**config.mk**
```make
export PLATFORM = sky130hd
export DESIGN_NAME = uart_tx_refclk
export DESIGN_NICKNAME = d
export VERILOG_FILES = /design/src/rtl/uart_tx_refclk.sv
export SDC_FILE = /design/constraint.sdc
export NUM_CORES = 1
export LEC_CHECK = 0
export ABC_AREA = 1
export CORE_MARGIN = 2
export CORE_UTILIZATION = 50
export DETAILED_ROUTE_END_ITERATION = 6
export GPL_ROUTABILITY_DRIVEN = 0
export GPL_TIMING_DRIVEN = 0
export HOLD_SLACK_MARGIN = 0.02
export PLACE_DENSITY = 0.72
export SLEW_MARGIN = 20
export SYNTH_ARGS = -nofsm -noshare
export SYNTH_HDL_FRONTEND = slang
export SYNTH_SLANG_ARGS = --single-unit
```
**constraint.sdc**
```tcl
create_clock -name clk -period 1.5 [get_ports clk]
set_input_delay 0.15 -clock clk [delete_from_list [all_inputs] [get_ports clk]]
set_output_delay 0.15 -clock clk [all_outputs]
set_load 0.005 [all_outputs]
```
**src/rtl/uart_tx_refclk.sv**
```systemverilog
// UART transmitter whose bit timing is paced by rising edges of an external refclk strobe.
// Each bit lasts OVERSAMPLE ref_tick edges; the word arrives over a valid/ready handshake.
module uart_tx_refclk #(
   parameter int DATA_BITS  = 8,
   parameter int OVERSAMPLE = 16,
   parameter int PARITY     = 0,
   parameter int STOP_BITS  = 1
) (
   input  logic                 clk,
   input  logic                 rst,
   input  logic                 ref_tick,
   input  logic [DATA_BITS-1:0] tx_data,
   input  logic                 tx_valid,
   output logic                 tx_ready,
   output logic                 txd,
   output logic                 tx_busy,
   output logic                 tx_done
);
   localparam int TICK_W = (OVERSAMPLE > 1) ? $clog2(OVERSAMPLE) : 1;
   localparam int BIT_W  = 4;
   localparam logic [TICK_W-1:0] TICK_LAST = TICK_W'(OVERSAMPLE - 1);
   localparam logic [BIT_W-1:0]  DATA_LAST = BIT_W'(DATA_BITS - 1);
   localparam logic [BIT_W-1:0]  STOP_LAST = BIT_W'(STOP_BITS - 1);

   typedef enum logic [2:0] {IDLE, START, DATA, PAR, STOP} state_t;

   state_t               state;
   logic                 ref_prev;
   logic [TICK_W-1:0]    tick_cnt;
   logic [BIT_W-1:0]     bit_cnt;
   logic [DATA_BITS-1:0] shift;
   logic [DATA_BITS-1:0] word;
   logic                 tick_edge;
   logic                 bit_end;
   logic                 parity_bit;

   assign tick_edge  = ref_tick & ~ref_prev;
   assign bit_end    = tick_edge && (tick_cnt == TICK_LAST);
   assign parity_bit = (PARITY == 2) ? ~^word : ^word;

   // One register block: edge detector, tick pacing and the frame FSM with registered outputs.
   always_ff @(posedge clk or posedge rst) begin
      if (rst) begin
         state    <= IDLE;
         txd      <= 1'b1;
         tx_ready <= 1'b1;
         tx_busy  <= 1'b0;
         tx_done  <= 1'b0;
         ref_prev <= 1'b1;
         tick_cnt <= '0;
         bit_cnt  <= '0;
         shift    <= '0;
         word     <= '0;
      end else begin
         ref_prev <= ref_tick;
         tx_done  <= 1'b0;
         if (state != IDLE && tick_edge) begin
            tick_cnt <= bit_end ? '0 : tick_cnt + 1'b1;
         end
         case (state)
            IDLE: begin
               if (tx_valid) begin
                  shift    <= tx_data;
                  word     <= tx_data;
                  tick_cnt <= '0;
                  bit_cnt  <= '0;
                  state    <= START;
                  txd      <= 1'b0;
                  tx_ready <= 1'b0;
                  tx_busy  <= 1'b1;
               end
            end
            START: begin
               if (bit_end) begin
                  state <= DATA;
                  txd   <= shift[0];
                  shift <= shift >> 1;
               end
            end
            DATA: begin
               if (bit_end) begin
                  if (bit_cnt == DATA_LAST) begin
                     bit_cnt <= '0;
                     if (PARITY != 0) begin
                        state <= PAR;
                        txd   <= parity_bit;
                     end else begin
                        state <= STOP;
                        txd   <= 1'b1;
                     end
                  end else begin
                     bit_cnt <= bit_cnt + 1'b1;
                     txd     <= shift[0];
                     shift   <= shift >> 1;
                  end
               end
            end
            PAR: begin
               if (bit_end) begin
                  state <= STOP;
                  txd   <= 1'b1;
               end
            end
            STOP: begin
               if (bit_end) begin
                  if (bit_cnt == STOP_LAST) begin
                     state    <= IDLE;
                     bit_cnt  <= '0;
                     tx_ready <= 1'b1;
                     tx_busy  <= 1'b0;
                     tx_done  <= 1'b1;
                  end else begin
                     bit_cnt <= bit_cnt + 1'b1;
                  end
               end
            end
            default: state <= IDLE;
         endcase
      end
   end
endmodule

```
==> results of run 1 <==
-- cell families (layout without fill, tap and decap cells) --
| logic type | after synthesis | in the layout |
|---|---|---|
| buf+inv | 20 | 46 |
| fa+ha+maj | 3 | 3 |
| flops | 24 | 24 |
| simple gates | 130 | 130 |
| compound gates | 12 | 13 |
| xor+xnor | 1 | 1 |
-- repair_timing --
| item | CTS | global route |
|---|---|---|
| gates cloned | 1 | 0 |
| pin swaps | 1 | 12 |
| gates resized for setup | 3 | 16 |
| hold buffers | 0 | 0 |
| setup buffers | 1 | 6 |
| endpoints found under the setup margin | 17 | 19 |
| hold endpoints to repair | 0 | 0 |
-- cell type report --
class / count / area, um^2
Timing Repair Buffer: 22 / 213
Multi-Input combinational cell: 147 / 822
Inverter: 19 / 73.8
Clock buffer: 4 / 36.3
Buffer: 1 / 5.00
Sequential cell: 24 / 604
Tap cell: 31 / 38.8
Fill cell: 250 / 965
-- final timing paths --
check,from,to,slack (ns),cells after the start
worst min-delay path,ref_tick,ref_prev,0.25,1
worst min register to register,tx_ready,tx_ready,0.48,2
min in group asynchronous,rst,shift[3],0.30,2
max in group asynchronous,rst,bit_cnt[0],0.65,2
worst max register to register,tick_cnt[1],shift[3],0.09,8
worst max-delay path,tick_cnt[1],shift[3],0.09,8
-- placed cells by master (no fill, tap or decap), types with 2 or more instances in the layout --
| cell type | n |
|---|---|
| nand2_1 | 74 |
| dfrtp_1 | 21 |
| nand3_1 | 16 |
| clkdlybuf4s50_1 | 13 |
| inv_1 | 12 |
| nor2_1 | 10 |
| nand2_2 | 9 |
| inv_2 | 6 |
| o21ai_0 | 6 |
| buf_4 | 6 |
| nor2_4 | 5 |
| nand2_4 | 3 |
| nor2_2 | 3 |
| a21oi_1 | 3 |
| nand4_1 | 3 |
| clkbuf_4 | 3 |
| dfstp_2 | 3 |
| dlygate4sd2_1 | 2 |
-- sequential cells by signal, summed over array words and instances (netlist names), 3 cells and up --
name	count
state	3
shift	8
bit_cnt	4
tick_cnt	4
-- metrics by stage --
step | power (mW) | hold slack, ns | cells | instance area (um^2) | utilization
3_3_place_gp | 2.54 | 0.453 | 236 | 1630 | 0.591
6_report | 3.19 | 0.254 | 248 | 1790 | 0.650
2_1_floorplan | 2.24 | 0.154 | 190 | 1440 | -
4_1_cts | 2.98 | 0.250 | 242 | 1690 | 0.611
3_5_place_dp | 2.60 | 0.461 | 236 | 1630 | 0.591
5_1_grt | 3.46 | 0.256 | 248 | 1790 | 0.650
-- where the power goes --
part	switching (mW)	internal, mW	total (mW)
registers	0.149	0.857	1.01
clock network	0.200	0.149	0.349
logic	1.12	0.716	1.83
-- worst reg2reg max path, stage by stage, from the launching register on --
cell and delay (ns):
dfrtp_1 0.44, ha_4 0.18, nand3_2 0.09, nor2_4 0.06, nor2_4 0.22, nor2_8 0.07
buf_4 0.14, nand3_1 0.06, nand2_1 0.06
-- routing by layer --
metal | vias up | global-route usage | part of all wire | wire length [um]
li1 | 655 | - | - | -
met1 | 572 | 0.237 | 0.49 | 1430
met2 | 27 | 0.305 | 0.46 | 1370
met3 | 5 | 0.0223 | 0.035 | 104
met4 | 0 | 0.0764 | 0.014 | 42
met5 | - | 0 | 0 | 0
==> results.sh, run 1 <==
export IMPL_run_status="finished, final reports clean"
export IMPL_synth_top_family_by_area="simple AND/OR/NAND/NOR gates"
export IMPL_path_delay_family="simple AND/OR/NAND/NOR gates"
export IMPL_synth_simple_gate_area_frac=0.433
export IMPL_core_area_um2=2760
export IMPL_wire_per_inst_um=11.9
export IMPL_antenna_cells=0
export IMPL_clockBufferDepth=2
export IMPL_numCtsBuffers=3
export IMPL_skew_ns=0.0102
export IMPL_tns_ns=0
export IMPL_avgSynthCellArea_um2=7.59
export IMPL_worstMarginPinSlew_ns=0.897
export IMPL_synth_cells=190
export IMPL_port_buffers=15
export IMPL_synth_compound_area_frac=0.0608
export IMPL_h_tree_depth=1
export IMPL_synth_seq_cells=24
export IMPL_path_cells="ha_4, nand3_2, nor2_4, nor2_4, nor2_8, buf_4, nand3_1, nand2_1"
export IMPL_slew_viol_final=0
export IMPL_rows=19
export IMPL_cp_arrival_ns=1.64
export IMPL_yosys_warnings=0
export IMPL_clock_root_buffer="clkbuf_4"
export IMPL_synth_xor_area_frac=0.00608
export IMPL_clock_sinks=24
export IMPL_ios=16
export IMPL_finalWirelength_um=2950
export IMPL_crit_slowest_cell="dfrtp_1"
export IMPL_synth_fp_nets=205
export IMPL_finalCriticalPeriod_ns=1.41
export IMPL_fmax_mhz=711
export IMPL_crit_top_cell="nor2_4"
export IMPL_synth_area_um2=1440
export IMPL_cp_slowest_stage_delay_ns=0.44
export IMPL_leakagePower_nw=0.934
export IMPL_syn_to_final_growth_pct=24.4
export IMPL_hold_viol_final=0
export IMPL_synth_cell_types=27
export IMPL_first_global_vias=1118
export IMPL_synthTopCellsByArea="dfrtp_1, nand2_1, nand3_1"
export IMPL_grt_max_degree=25
export IMPL_ys_seq_area_frac=0.419
export IMPL_setup_violations=0
export IMPL_clk_latency_ns=0.32
export IMPL_clkTransAtPathRegs_ns=0.14
export IMPL_critical_path_class="flop to flop"
export IMPL_path_buf_inv=1
export IMPL_die_x_um=57.7
export IMPL_dr_pass1_iters=4
export IMPL_synth_edf_count=0
export IMPL_synth_most_common_cell="nand2_1"
export IMPL_ir_drop_mv=1.21
export IMPL_dieArea_um2=3330
export IMPL_grt_pass1_wl_um=4660
export IMPL_ant_nets=0
export IMPL_yosys_most_used_dff="dfrtp_1"
export IMPL_ys_async_sr_fraction=1.00
export IMPL_critPathRequiredTime_ns=1.73
export IMPL_dp_hpwl_um=2100
export IMPL_die_y_um=57.7
export IMPL_min_path_type="input pin to flop"
export IMPL_critPathLaunchType="flop"
export IMPL_vias_per_cell=5.08
export IMPL_max_slew_margin_rel=0.401
export IMPL_maxCapViolations=0
export IMPL_cts_tree="built"
export IMPL_yosysTopAreaCellShare=0.365
export IMPL_fin_ws_ns=0.0938
export IMPL_drt_iter0_drc=30
export IMPL_dp_slack_ns=-0.0793
export IMPL_path_max_fanout=4
export IMPL_crit_path_end_kind="flop"
export IMPL_p_per_area_nw_per_um2=1780
export IMPL_drc_errors=0
export IMPL_synth_adder_area_share=0.0260
export IMPL_grt_ovfl_total=0
export IMPL_grt_use_total=0.182
export IMPL_start_util=0.523
export IMPL_drive_gt1_frac=0.235
export IMPL_yosysTopAreaCell="dfrtp_1"
export IMPL_vias=1259
export IMPL_min_period_over_period=0.937
export IMPL_final_net_count=233
export IMPL_yosys_top_cells_count="nand2_1, dfrtp_1, nand3_1"
export IMPL_antenna_found_initial=0
export IMPL_muxShareOfSynthArea=0
(Power assumes the default switching activity.)
==> run 2: changes to the inputs <==
Settings changed: SLEW_MARGIN 20 to unset.
==> results of run 2 <==
Same layout as run 1: the final DEF is identical, and so are final timing and power.
==> run 3: changes to the inputs <==
Settings changed: CAP_MARGIN set to 20, CTS_CLUSTER_DIAMETER set to 60.
==> results of run 3 <==
Same layout as run 1: the final DEF is identical, and so are final timing and power.
